===== src/rtl/hpu_pkg.sv =====
// Shared HPU definitions: VRAM requester identifiers and the default memory port widths.
package hpu_pkg;

   localparam int HPU_ADDR_W = 16;
   localparam int HPU_DATA_W = 8;

   typedef enum logic [1:0] {
      REQ_TILE,
      REQ_SPR,
      REQ_HOST
   } hpu_req_e;

endpackage


===== src/rtl/hpu_wr_fifo.sv =====
// Synchronous FIFO that buffers host writes as {addr,data} words until the arbiter drains them.
// Push is ignored when full and pop is ignored when empty; there is no bypass from push to head.
module hpu_wr_fifo #(
   parameter int WIDTH = 24,
   parameter int DEPTH = 4
) (
   input  logic                   clk,
   input  logic                   reset,
   input  logic                   i_push,
   input  logic [WIDTH-1:0]       i_data,
   input  logic                   i_pop,
   output logic [WIDTH-1:0]       o_data,
   output logic                   o_full,
   output logic                   o_empty,
   output logic [$clog2(DEPTH):0] o_level
);

   localparam int PTR_W = $clog2(DEPTH);

   logic [WIDTH-1:0] r_mem [DEPTH];
   logic [PTR_W-1:0] r_wr_ptr;
   logic [PTR_W-1:0] r_rd_ptr;
   logic [PTR_W:0]   r_level;
   logic             w_push;
   logic             w_pop;

   assign w_push  = i_push && !o_full;
   assign w_pop   = i_pop && !o_empty;
   assign o_full  = (r_level == (PTR_W+1)'(DEPTH));
   assign o_empty = (r_level == '0);
   assign o_level = r_level;
   assign o_data  = r_mem[r_rd_ptr];

   // NOTE: state uses non-blocking assignments so every register samples pre-edge values.
   always_ff @(posedge clk or posedge reset) begin
      if (reset) begin
         r_wr_ptr <= '0;
         r_rd_ptr <= '0;
         r_level  <= '0;
      end else begin
         // Pointers wrap naturally because DEPTH is a power of two.
         if (w_push) r_wr_ptr <= r_wr_ptr + 1'b1;
         if (w_pop)  r_rd_ptr <= r_rd_ptr + 1'b1;
         case ({w_push, w_pop})
            2'b10:   r_level <= r_level + 1'b1;
            2'b01:   r_level <= r_level - 1'b1;
            default: r_level <= r_level;
         endcase
      end
   end

   // NOTE: storage is not reset; the pointers and level alone define which entries are valid.
   always_ff @(posedge clk) begin
      if (w_push) r_mem[r_wr_ptr] <= i_data;
   end

endmodule


===== src/rtl/hpu_vram_arbiter.sv =====
// Shares the HPU VRAM port: tile fetch has fixed priority, sprite reads and buffered host writes alternate.
// Define HPU_ARB_STATS_EN to add the spr_stall_cnt/host_stall_cnt saturating stall counters.
module hpu_vram_arbiter
   import hpu_pkg::*;
#(
   parameter int ADDR_W     = HPU_ADDR_W,
   parameter int DATA_W     = HPU_DATA_W,
   parameter int FIFO_DEPTH = 4
) (
   input  logic                        clk,
   input  logic                        reset,
   input  logic                        tile_req,
   input  logic [ADDR_W-1:0]           tile_addr,
   output logic                        tile_rvalid,
   input  logic                        spr_req,
   input  logic [ADDR_W-1:0]           spr_addr,
   output logic                        spr_gnt,
   output logic                        spr_rvalid,
   input  logic                        host_wr_valid,
   output logic                        host_wr_ready,
   input  logic [ADDR_W-1:0]           host_wr_addr,
   input  logic [DATA_W-1:0]           host_wr_data,
   output logic [ADDR_W-1:0]           mem_addr,
   output logic                        mem_we,
   output logic [DATA_W-1:0]           mem_wdata,
   input  logic [DATA_W-1:0]           mem_rdata,
   output logic [DATA_W-1:0]           rdata,
   output logic [$clog2(FIFO_DEPTH):0] fifo_level
`ifdef HPU_ARB_STATS_EN
   ,
   output logic [15:0]                 spr_stall_cnt,
   output logic [15:0]                 host_stall_cnt
`endif
);

   logic [ADDR_W+DATA_W-1:0] w_fifo_head;
   logic [ADDR_W-1:0]        w_fifo_addr;
   logic [DATA_W-1:0]        w_fifo_data;
   logic                     w_fifo_full;
   logic                     w_fifo_empty;
   logic                     w_host_pend;
   logic                     w_issue;
   logic                     w_rr_update;
   hpu_req_e                 w_sel;
   logic                     w_tile_win;
   logic                     w_spr_win;
   logic                     w_host_win;
   hpu_req_e                 r_rr_last;
   logic                     r_rd_tile;
   logic                     r_rd_spr;

   assign host_wr_ready = !w_fifo_full;
   assign w_host_pend   = !w_fifo_empty;
   assign {w_fifo_addr, w_fifo_data} = w_fifo_head;

   hpu_wr_fifo #(
      .WIDTH (ADDR_W + DATA_W),
      .DEPTH (FIFO_DEPTH)
   ) u_wr_fifo (
      .clk     (clk),
      .reset   (reset),
      .i_push  (host_wr_valid && host_wr_ready),
      .i_data  ({host_wr_addr, host_wr_data}),
      .i_pop   (w_host_win),
      .o_data  (w_fifo_head),
      .o_full  (w_fifo_full),
      .o_empty (w_fifo_empty),
      .o_level (fifo_level)
   );

   // NOTE: every signal driven here gets a default first, so no path can infer a latch.
   always_comb begin
      w_issue     = 1'b0;
      w_rr_update = 1'b0;
      w_sel       = REQ_TILE;
      // Grants are suppressed while reset is held so no pop or gnt escapes during reset.
      if (!reset) begin
         if (tile_req) begin
            w_issue = 1'b1;
            w_sel   = REQ_TILE;
         end else if (spr_req && w_host_pend) begin
            w_issue     = 1'b1;
            w_rr_update = 1'b1;
            w_sel       = (r_rr_last == REQ_SPR) ? REQ_HOST : REQ_SPR;
         end else if (spr_req) begin
            w_issue = 1'b1;
            w_sel   = REQ_SPR;
         end else if (w_host_pend) begin
            w_issue = 1'b1;
            w_sel   = REQ_HOST;
         end
      end
   end

   assign w_tile_win = w_issue && (w_sel == REQ_TILE);
   assign w_spr_win  = w_issue && (w_sel == REQ_SPR);
   assign w_host_win = w_issue && (w_sel == REQ_HOST);
   assign spr_gnt    = w_spr_win;

   // Read tags travel one stage behind the command so they line up with the registered rdata.
   always_ff @(posedge clk or posedge reset) begin
      if (reset) begin
         r_rr_last   <= REQ_HOST;
         mem_addr    <= '0;
         mem_we      <= 1'b0;
         mem_wdata   <= '0;
         r_rd_tile   <= 1'b0;
         r_rd_spr    <= 1'b0;
         rdata       <= '0;
         tile_rvalid <= 1'b0;
         spr_rvalid  <= 1'b0;
      end else begin
         if (w_rr_update) r_rr_last <= w_sel;
         mem_we      <= w_host_win;
         r_rd_tile   <= w_tile_win;
         r_rd_spr    <= w_spr_win;
         rdata       <= mem_rdata;
         tile_rvalid <= r_rd_tile;
         spr_rvalid  <= r_rd_spr;
         if (w_issue) begin
            case (w_sel)
               REQ_TILE: mem_addr <= tile_addr;
               REQ_SPR:  mem_addr <= spr_addr;
               default: begin
                  mem_addr  <= w_fifo_addr;
                  mem_wdata <= w_fifo_data;
               end
            endcase
         end
      end
   end

`ifdef HPU_ARB_STATS_EN
   always_ff @(posedge clk or posedge reset) begin
      if (reset) begin
         spr_stall_cnt  <= '0;
         host_stall_cnt <= '0;
      end else begin
         if (spr_req && !w_spr_win && spr_stall_cnt != 16'hFFFF)
            spr_stall_cnt <= spr_stall_cnt + 16'd1;
         if (w_host_pend && !w_host_win && host_stall_cnt != 16'hFFFF)
            host_stall_cnt <= host_stall_cnt + 16'd1;
      end
   end
`endif

endmodule

===== config.mk =====
export PLATFORM = sky130hd
export DESIGN_NAME = hpu_vram_arbiter
export DESIGN_NICKNAME = d
export VERILOG_FILES = /design/src/rtl/hpu_pkg.sv /design/src/rtl/hpu_wr_fifo.sv /design/src/rtl/hpu_vram_arbiter.sv
export SDC_FILE = /design/constraint.sdc
export NUM_CORES = 1
export LEC_CHECK = 0
export ABC_AREA = 0
export CAP_MARGIN = 40
export CORE_UTILIZATION = 51
export CTS_CLUSTER_DIAMETER = 40
export DETAILED_ROUTE_END_ITERATION = 16
export PLACE_DENSITY_LB_ADDON = 0.1
export SYNTH_ARGS = -nofsm -noshare
export SYNTH_HDL_FRONTEND = slang
export SYNTH_SLANG_ARGS = --single-unit

===== constraint.sdc =====
create_clock -name clk -period 2.7 [get_ports clk]
set_clock_uncertainty 0.1 [all_clocks]
set_input_delay 0.54 -clock clk [delete_from_list [all_inputs] [get_ports clk]]
set_output_delay 0.54 -clock clk [all_outputs]
set_load 0.01 [all_outputs]

==> impl_metrics.tcl <==
set metrics [dict create \
    status "completed" \
    startpoint "u_wr_fifo.o_level[0]" \
    min_period_over_period_pct 89.9 \
    cts_max_path_buffers 2 \
    cts_tree "yes" \
    crit_type "register to primary output" \
    grt_first_pass_wirelength_mm 17.5 \
    crit_path_max_fanout 6 \
    clk_pin_slew_ns 0.06 \
    max_cap_viol_count 0 \
    routabilityCongestion 0.769 \
    yosysMostFrequentCell "edfxtp_1" \
    via_per_inst 5.44 \
    syn-instance-count 297 \
    netlist_top_cells_count "edfxtp_1, dfrtp_1, nand2_1, mux4_2, a22oi_1" \
    yosysWarnings 0 \
    drt_iter0_drc 175 \
    slowest_stage "clkdlybuf4s50_1" \
    antenna_found_initial 0 \
    grt_max_degree 25 \
    fin_tns_setup_ns 0 \
    timing.hold.ws_ns 0.248 \
    postPlaceCellArea_um2 6870 \
    clock-sinks 142 \
    coreArea_um2 10400 \
    ys_seq_elements 142 \
    cts_hold_buf 0 \
    synth_top_cell_area_share_pct 52.1 \
    start_util_pct 53.1 \
    dr_wl_met3_um 620 \
    die_h_um 106 \
    yosysSeqAreaShare_pct 73.0 \
    final_hold_viol_count 0 \
    synthArstFlopShare_pct 32.4 \
    reg2reg_from "r_rr_last[1]" \
    grt_pass1_vias 3347 \
    die_w_um 106 \
    cp-end-kind "primary output" \
    rsz0062_at_grt "false" \
    cts_root_buf "clkbuf_8" \
    overflow 0 \
    wl_met1_mm 4.74 \
    postRouteAntennaNets 0 \
    hold_class "register to register" \
    htreeDepth 4 \
    clk_latency_ns 0.51 \
    critPathMaxStageDelay_ns 0.56 \
    relSlewSlack_pct 62.4 \
    avgRoutedWirePerCell_um 18.7 \
    path_cells "inv_1, nand3_1, clkdlybuf4s50_1" \
    drc 0 \
    dieArea_um2 11300 \
    arrival_ns 1.79 \
    p_per_area_nw_per_um2 1010 \
    ys.flop_type "edfxtp_1" \
    ys_types 35 \
    first_pass_iters 5 \
    syn_nets 372 \
    worstMarginPinSlew_ns 0.564 \
    yosysTopAreaCell "edfxtp_1" \
    dp_hpwl_mm 7.15 \
    syn-cell-area_um2 5530 \
    synth_area_per_cell_um2 18.6 \
    utilization_pct 71.7 \
    max_freq_ghz 0.412 \
    synth_edf_count 96 \
    dpl.cell_count 544 \
    ios 109 \
    nNetsFinal 503 \
    syn_to_final_growth_pct 35.2 \
    leakage_nw 2.76 \
    finalNonFillerCells 577 \
    min_from "r_rd_tile" \
    ir_drop_mv 0.516 \
    fin_area_um2 7470 \
    slew_violations 0 \
    row_count 37 \
    routed_wirelength_mm 10.8 \
    routed-via-count 3138 \
    period_minus_slack_ns 2.43 \
    pre_cts_slack_ns -0.0309 \
    crit_path_start_kind "register" \
    cp.required_ns 2.06 \
    wl_met2_mm 5.35 \
    finalPower_mw 7.52 \
    drive_above_1_share_pct 23.1 \
    cts_made_buffers 17 \
    diodes 0 \
    port_buffers 108 \
    synth.area.top_cells "edfxtp_1, dfrtp_1, mux4_2" \
    dr.max_layer_used "met4" \
    grt_usage_pct 21.1 \
    finalSetupViolCount 0 \
    fin_ws_ns 0.274 \
]
## repair_timing
action / in CTS / in global routing
endpoints found under the setup margin: 1 / 1
gates resized for setup: 1 / 1
buffers inserted: 1 / 0
pin swaps: 1 / 0
## metal layers
layer  vias up  GRT usage, %
met5         -             0
met4         0          6.55
met3         6          5.58
met2       112          33.5
met1      1579          28.7
li1       1441             -
## path summary, 6_finish.rpt
check	endpoint	slack (ns)	cells after the start
max in group asynchronous	mem_addr[0]	1.34	4
setup / recovery	host_wr_ready	0.27	3
setup reg to reg	u_wr_fifo.o_level[2]	0.33	8
min in group asynchronous	u_wr_fifo.o_level[2]	0.60	3
hold reg to reg	tile_rvalid	0.25	0
hold / removal	tile_rvalid	0.25	0
## cells by family after synthesis
logic type                 Yosys count  share of synthesized area (%)
AOI/OAI and AO/OA                   43                           7.13
DFF                                142                           73.0
buffers and inverters               23                           1.99
and+or+nand+nor                     42                           3.46
xor gates and xnor gates             6                          0.951
muxes                               35                           12.0
adders and majority gates            6                           1.49
## final cells by class
class                   instances  area (um2)
fillers                       686        2940
clock inverters                13         154
well taps                     136         170
multi-input cells             132        1400
repair buffers                128        1250
clock buffers                  19         442
inverters                       7        26.3
flip-flops and latches        142        4040
## sequential cells by signal, indices dropped and copies added, names as in the netlist, 2 cells and up
register and count:
mem_addr 16, u_wr_fifo.r_mem 96, rdata 8, r_rr_last 2, u_wr_fifo.r_rd_ptr 2, mem_wdata 8
u_wr_fifo.r_wr_ptr 2, u_wr_fifo.o_level 3
## layout by cell type, fill, tap and decap left out, drive strengths merged, types with 2 or more instances in the layout
cell type and n:
a2111oi 2, xnor2 3, o221ai 12, mux2 10, ha 5, clkdlybuf4s50 107, clkinvlp 2, nand2 26
dfrtp 45, xor2 3, clkbuf 19, nor2 6, bufinv 2, and3 4, buf 20, mux4 24
inv 11, clkinv 5, o21ai 5, a22oi 20, edfxtp 96
## power by group
part	internal (mW)	total [mW]	leakage (nW)	switching, mW
Combinational	1.14	2.14	1.04	1.01
Clock	1.38	2.28	0.286	0.902
Sequential	2.86	3.10	1.44	0.234
Total	5.38	7.52	2.76	2.14
## critical path, delay by kind of cell (launching register included)
family                 cells  cell delay [ns]
AND/OR/NAND/NOR            1             0.16
buffers and inverters      2             0.67
flip-flops                 1             0.44
No activity file was read; power rests on OpenSTA's default activity.
